<file path="config.mk">
export PLATFORM = sky130hd
export DESIGN_NAME = data_cache_sa
export DESIGN_NICKNAME = d
export VERILOG_FILES = /design/src/rtl/data_cache_sa_pkg.sv /design/src/rtl/data_cache_sa_lru.sv /design/src/rtl/data_cache_sa.sv
export SDC_FILE = /design/constraint.sdc
export NUM_CORES = 2
export LEC_CHECK = 0
export CAP_MARGIN = 5
export CORE_MARGIN = 5
export CORE_UTILIZATION = 30
export CTS_CLUSTER_DIAMETER = 60
export DETAILED_ROUTE_END_ITERATION = 6
export PLACE_DENSITY_LB_ADDON = 0.25
export SYNTH_ARGS = -nofsm -noshare
export SYNTH_HDL_FRONTEND = slang
export SYNTH_SLANG_ARGS = --single-unit
</file>
<file path="constraint.sdc">
create_clock -name clk -period 10 [get_ports clk]
set_input_delay 2.5 -clock clk [delete_from_list [all_inputs] [get_ports clk]]
set_output_delay 2.5 -clock clk [all_outputs]
set_load 0.01 [all_outputs]
</file>
<file path="src/rtl/data_cache_sa_pkg.sv">
// data_cache_sa_pkg: FSM encoding and field-width helpers shared by the cache and its LRU.
package data_cache_sa_pkg;
  typedef enum logic [1:0] {IDLE, WB, FILL, DONE} state_t;
  localparam int FLAG_FIXED_W = 2;
  function automatic int idx_w(input int n);
    return n > 1 ? $clog2(n) : 1;
  endfunction
  function automatic int tag_w(input int sets, input int words);
    return 30 - $clog2(sets) - $clog2(words);
  endfunction
endpackage

</file>
<file path="src/rtl/data_cache_sa_lru.sv">
// data_cache_sa_lru: per-set true-LRU ages; age 0 is MRU, age WAYS-1 is the replacement victim.
module data_cache_sa_lru import data_cache_sa_pkg::*; #(
  parameter int WAYS = 2,
  parameter int SETS = 4,
  localparam int WW = idx_w(WAYS),
  localparam int SW = idx_w(SETS)
) (
  input  logic          clk,
  input  logic          rst,
  input  logic          touch_i,
  input  logic [SW-1:0] set_i,
  input  logic [WW-1:0] way_i,
  input  logic [SW-1:0] dbg_set_i,
  input  logic [WW-1:0] dbg_way_i,
  output logic [WW-1:0] victim_o,
  output logic [WW-1:0] dbg_age_o
);
  logic [WW-1:0] age_q [SETS][WAYS];
  always_ff @(posedge clk or posedge rst)
    if (rst) begin
      for (int s = 0; s < SETS; s++)
        for (int w = 0; w < WAYS; w++) age_q[s][w] <= WW'(w);
    end else if (touch_i) begin
      for (int w = 0; w < WAYS; w++)
        if (WW'(w) == way_i) age_q[set_i][w] <= '0;
        else if (age_q[set_i][w] < age_q[set_i][way_i]) age_q[set_i][w] <= age_q[set_i][w] + WW'(1);
    end
  always_comb begin
    victim_o = '0;
    for (int w = 0; w < WAYS; w++)
      if (age_q[set_i][w] == WW'(WAYS - 1)) victim_o = WW'(w);
  end
  assign dbg_age_o = age_q[dbg_set_i][dbg_way_i];
endmodule

</file>
<file path="src/rtl/data_cache_sa.sv">
// data_cache_sa: set-associative write-back/write-allocate data cache with word-serial
// req/ack refill and write-back, true-LRU replacement and a read-only debug port.
module data_cache_sa import data_cache_sa_pkg::*; #(
  parameter int WAYS  = 2,
  parameter int SETS  = 4,
  parameter int WORDS = 8,
  localparam int WW = idx_w(WAYS),
  localparam int SW = idx_w(SETS),
  localparam int OW = idx_w(WORDS),
  localparam int TW = tag_w(SETS, WORDS)
) (
  input  logic                      clk,
  input  logic                      rst,
  input  logic                      en,
  input  logic                      r0w1,
  input  logic [31:0]               addr,
  input  logic [31:0]               din,
  output logic [31:0]               dout,
  output logic                      rdy,
  output logic                      mem_req,
  output logic                      mem_we,
  output logic [31:0]               mem_addr,
  output logic [31:0]               mem_wdata,
  input  logic [31:0]               mem_rdata,
  input  logic                      mem_ack,
  input  logic [SW-1:0]             dbg_set,
  input  logic [WW-1:0]             dbg_way,
  output logic [32*WORDS-1:0]       dbg_line,
  output logic [FLAG_FIXED_W+WW-1:0] dbg_flags
);
  state_t          state_q, state_d;
  logic [31:0]     data_q [WAYS][SETS][WORDS];
  logic [TW-1:0]   tag_q [WAYS][SETS];
  logic [WAYS-1:0] valid_q [SETS];
  logic [WAYS-1:0] dirty_q [SETS];
  logic [29:0]     addr_q, ca;
  logic [31:0]     din_q;
  logic            we_q, drop_q, hit, inv, wr, last, unused_addr;
  logic [WW-1:0]   way_q, hway, iway, lru_way, vway, acc_way, dw, age;
  logic [OW-1:0]   cnt_q, word;
  logic [SW-1:0]   set;
  logic [TW-1:0]   tag;
  assign unused_addr = ^addr[1:0];
  // Outside IDLE every lookup refers to the latched miss address.
  assign ca   = state_q == IDLE ? addr[31:2] : addr_q;
  assign word = ca[OW-1:0];
  assign set  = ca[OW +: SW];
  assign tag  = ca[OW+SW +: TW];
  always_comb begin
    hit  = 1'b0;
    hway = '0;
    inv  = 1'b0;
    iway = '0;
    for (int w = WAYS - 1; w >= 0; w--) begin
      if (valid_q[set][w] && tag_q[w][set] == tag) begin hit = 1'b1; hway = WW'(w); end
      if (!valid_q[set][w]) begin inv = 1'b1; iway = WW'(w); end
    end
  end
  assign vway      = inv ? iway : lru_way;
  assign acc_way   = state_q == DONE ? way_q : hway;
  assign rdy       = en && (state_q == IDLE ? hit : state_q == DONE && !drop_q);
  assign wr        = rdy && (state_q == IDLE ? r0w1 : we_q);
  assign dout      = rdy && !wr ? data_q[acc_way][set][word] : '0;
  assign last      = mem_ack && &cnt_q;
  assign mem_req   = state_q == WB || state_q == FILL;
  assign mem_we    = state_q == WB;
  assign mem_addr  = state_q == WB ? {tag_q[way_q][set], set, cnt_q, 2'b00}
                   : state_q == FILL ? {addr_q[29:OW], cnt_q, 2'b00} : '0;
  assign mem_wdata = mem_we ? data_q[way_q][set][cnt_q] : '0;
  always_comb begin
    state_d = state_q;
    if (state_q == IDLE && en && !hit) state_d = dirty_q[set][vway] ? WB : FILL;
    if (state_q == WB && last) state_d = FILL;
    if (state_q == FILL && last) state_d = DONE;
    if (state_q == DONE) state_d = IDLE;
  end
  always_ff @(posedge clk or posedge rst)
    if (rst) begin
      state_q <= IDLE;
      addr_q  <= '0;
      din_q   <= '0;
      we_q    <= 1'b0;
      drop_q  <= 1'b0;
      way_q   <= '0;
      cnt_q   <= '0;
      for (int s = 0; s < SETS; s++) begin valid_q[s] <= '0; dirty_q[s] <= '0; end
    end else begin
      state_q <= state_d;
      if (state_q == IDLE && state_d != IDLE) begin
        addr_q <= addr[31:2];
        din_q  <= din;
        we_q   <= r0w1;
        way_q  <= vway;
        drop_q <= 1'b0;
        cnt_q  <= '0;
        valid_q[set][vway] <= 1'b0;
      end
      if (mem_req && !en) drop_q <= 1'b1;
      if (mem_req && mem_ack) cnt_q <= cnt_q + OW'(1);
      if (state_q == WB && last) dirty_q[set][way_q] <= 1'b0;
      if (state_q == FILL && last) begin valid_q[set][way_q] <= 1'b1; dirty_q[set][way_q] <= 1'b0; end
      if (wr) dirty_q[set][acc_way] <= 1'b1;
    end
  always_ff @(posedge clk) begin
    if (state_q == FILL && mem_ack) data_q[way_q][set][cnt_q] <= mem_rdata;
    if (state_q == FILL && last) tag_q[way_q][set] <= tag;
    if (wr) data_q[acc_way][set][word] <= state_q == IDLE ? din : din_q;
  end
  data_cache_sa_lru #(.WAYS(WAYS), .SETS(SETS)) u_lru (
    .clk       (clk),
    .rst       (rst),
    .touch_i   (rdy),
    .set_i     (set),
    .way_i     (acc_way),
    .dbg_set_i (dbg_set),
    .dbg_way_i (dw),
    .victim_o  (lru_way),
    .dbg_age_o (age)
  );
  assign dw = WAYS == 1 ? '0 : dbg_way;
  always_comb begin
    dbg_line = '0;
    for (int i = 0; i < WORDS; i++) dbg_line[32*i +: 32] = data_q[dw][dbg_set][i];
  end
  assign dbg_flags = {valid_q[dbg_set][dw], dirty_q[dbg_set][dw], age};
endmodule
</file>
==> results.tsv <==
metric	value	unit
crit_path_max_fanout	42	
min_path_cells	2	
setup.worst_path.start_class	input pin	
peakVddDrop	311	uV
overflow	0	
nets	10219	
drt_iter0_markers	14556	
tns	-0.322	ns
clock-sinks	2342	
grt_pass1_wl	821000	um
routed_via_density	6.21	
grt_pass1_vias	95001	
syn-cell-area	0.125	mm^2
maxSlewHeadroom	15.0	%
wl	613000	um
synth_edf_count	2248	
async_flop_share	4.01	%
die_area	0.431	mm^2
fp.dieW	656	um
via_count	98525	
die_y	656	um
setup_viol	7	
fillCellCount	39094	
post_drt_wl_per_cell	38.6	um
worst_pin_slew	1.28	ns
ys.flop_type	edfxtp_1	
cts_buffers	300	
syn_to_final_growth	25.1	%
cts.clk_slew.worst_paths	0.05	ns
drc	24	
r2r_cells	22	
max_freq	0.0992	GHz
place_congestion	0.938	
ys_ff_latch	2342	
layout-drive-gt1-share	31.3	%
grt_max_degree	97	
rsz0062_at_grt	true	
required	7.50	ns
status	finished, violations left	
min_period_over_period	101	%
final_cell_mix	2,248 x edfxtp_1, 1,689 x nand2_1, 961 x mux4_2	
coreArea	0.416	mm^2
period_needed	10.08	ns
antenna_found_initial	55	
p_leak	0.0512	uW
synth_top_area_cell	edfxtp_1	
synth.avg_cell_area	13.8	um^2
placed_area	0.144	mm^2
rows	237	
port_buffers	457	
finalMaxSlewViolations	0	
antenna_left	0	
hold_slack	0.492	ns
cts-htree-levels	5	
p_per_area	248	mW/mm^2
yosysWarnings	0	
cts_buffer_depth	4	
hp-class	register to register	
stdcell_area	0.157	mm^2
finalHoldViolCount	0	
ys_types	81	
endpoint_kind	primary output	
failed_checks	DRC, setup timing	
clockRootBuffer	clkbuf_16	
drv_cap	0	
final_common_cell	edfxtp_1	
synth.top_cell.area_share	53.9	%
clock-skew-final	0.123	ns
io_pins	462	
cts_tree	done	
dp_slack	-1.63	ns
arrival	7.58	ns
setup_slack	-0.0834	ns
cts_hold_buf	0	
power	38800	uW
grtUsageTotal	27.2	%
clock_latency	1.01	ns
start_util	30.1	%
dr.pass1.iters	7	
ys_seq_area_share	55.8	%
path_class	input pin to primary output	
hpwl	403000	um
synthTopCellsByArea	edfxtp_1 54%, mux4_2 17%, nand2_1 5.1%	
synthCells	9072	
-- cell usage after synthesis, types with 5 or more instances --
| cell type | number |
|---|---|
| edfxtp_1 | 2248 |
| nand2_1 | 1696 |
| mux4_2 | 961 |
| mux2i_1 | 477 |
| clkbuf_1 | 441 |
| nand3_1 | 434 |
| mux2_2 | 352 |
| a21oi_1 | 285 |
| a31oi_1 | 228 |
| o21ai_0 | 226 |
| a32oi_1 | 199 |
| buf_2 | 166 |
| buf_1 | 153 |
| nor2_1 | 151 |
| o221ai_1 | 104 |
| o22ai_1 | 92 |
| dfrtp_1 | 90 |
| a211oi_1 | 81 |
| a22oi_1 | 78 |
| a221oi_1 | 52 |
| xnor2_1 | 51 |
| inv_1 | 50 |
| nand4_1 | 47 |
| or4_1 | 42 |
| nor4_1 | 40 |
| nor3_1 | 35 |
| a32o_1 | 32 |
| buf_4 | 32 |
| o211ai_1 | 23 |
| nor2b_1 | 18 |
| nand2b_1 | 16 |
| a41oi_1 | 15 |
| or3_1 | 13 |
| and3_1 | 12 |
| o21ai_1 | 8 |
| a211o_1 | 7 |
| and2_1 | 7 |
| o2111ai_1 | 7 |
| o31ai_1 | 7 |
| ha_1 | 6 |
| or2_2 | 6 |
| a222oi_1 | 5 |
| nand4b_1 | 5 |
-- cell families after synthesis --
| kind of cell | synth area share (%) |
|---|---|
| xor+xnor | 0.371 |
| other cells | 0.00299 |
| simple gates | 8.63 |
| flops | 55.8 |
| buf+inv | 2.82 |
| compound gates | 8.07 |
| mux | 24.3 |
| fa+ha+maj | 0.0599 |
-- routing by layer --
layer	wire length, um	global-route usage (%)
met5	124	0
met4	60400	21.4
met3	64600	5.91
met2	267000	41.0
met1	221000	34.0
-- layout make-up --
class / instances / area (um^2) / share of cell area, %
Antenna cell: 35 / 87.6 / 0.0559
Inverter: 51 / 194 / 0.124
Clock buffer: 350 / 7760 / 4.95
Multi-Input combinational cell: 5885 / 54300 / 34.7
Clock inverter: 188 / 1880 / 1.20
Tap cell: 5497 / 6880 / 4.39
Timing Repair Buffer: 1529 / 15700 / 10.0
Sequential cell: 2342 / 69900 / 44.6
-- metrics by stage --
| stage | utilization, % | std cells |
|---|---|---|
| finish | 37.6 | 15877 |
| global route | 37.6 | 15853 |
| CTS | 37.3 | 15809 |
| detailed placement | 34.6 | 15207 |
| global placement | 34.6 | 15207 |
| floorplan | - | 9073 |
-- power breakdown --
part	switching [uW]	internal, uW
clock network	4580	6230
registers	266	11200
logic	10600	5960
total	15400	23400
-- registers in the layout, indices dropped and copies added (netlist names) --
| name | count |
|---|---|
| addr_q | 30 |
| cnt_q | 3 |
| data_q | 2048 |
| din_q | 32 |
| dirty_q | 8 |
| drop_q | 1 |
| state_q | 2 |
| tag_q | 200 |
| u_lru.age_q | 8 |
| valid_q | 8 |
| way_q | 1 |
| we_q | 1 |
-- worst max-delay path, cell delays in order --
cell and delay [ns]:
buf_8 0.09, mux2_8 0.24, buf_4 0.17, buf_4 0.17, buf_4 0.50, buf_4 0.76
mux4_2 0.35, nand2_1 0.06, a32o_1 0.30, buf_4 0.17, a31oi_1 0.27, buf_4 0.17
nand4_1 0.36, buf_4 0.30, a31oi_1 0.33, buf_4 0.21, clkdlybuf4s50_1 0.53
-- what timing repair did --
item / CTS / global route
setup buffers: 61 / 38
gates cloned: 9 / 4
gates resized for setup: 198 / 195
endpoints found under the setup margin: 34 / 32
pin swaps: 47 / 86
-- worst paths after layout --
path                             endpoint  slack (ns)  startpoint
hold / removal                     drop_q        0.49      drop_q
hold reg to reg                    drop_q        0.49      drop_q
setup / recovery            mem_wdata[17]       -0.08     addr[5]
min in group asynchronous      addr_q[27]        2.00         rst
max in group asynchronous        cnt_q[0]        6.54         rst
setup reg to reg           data_q[1][306]        2.72  state_q[0]
Note: power is estimated with default switching activity, not from simulation.
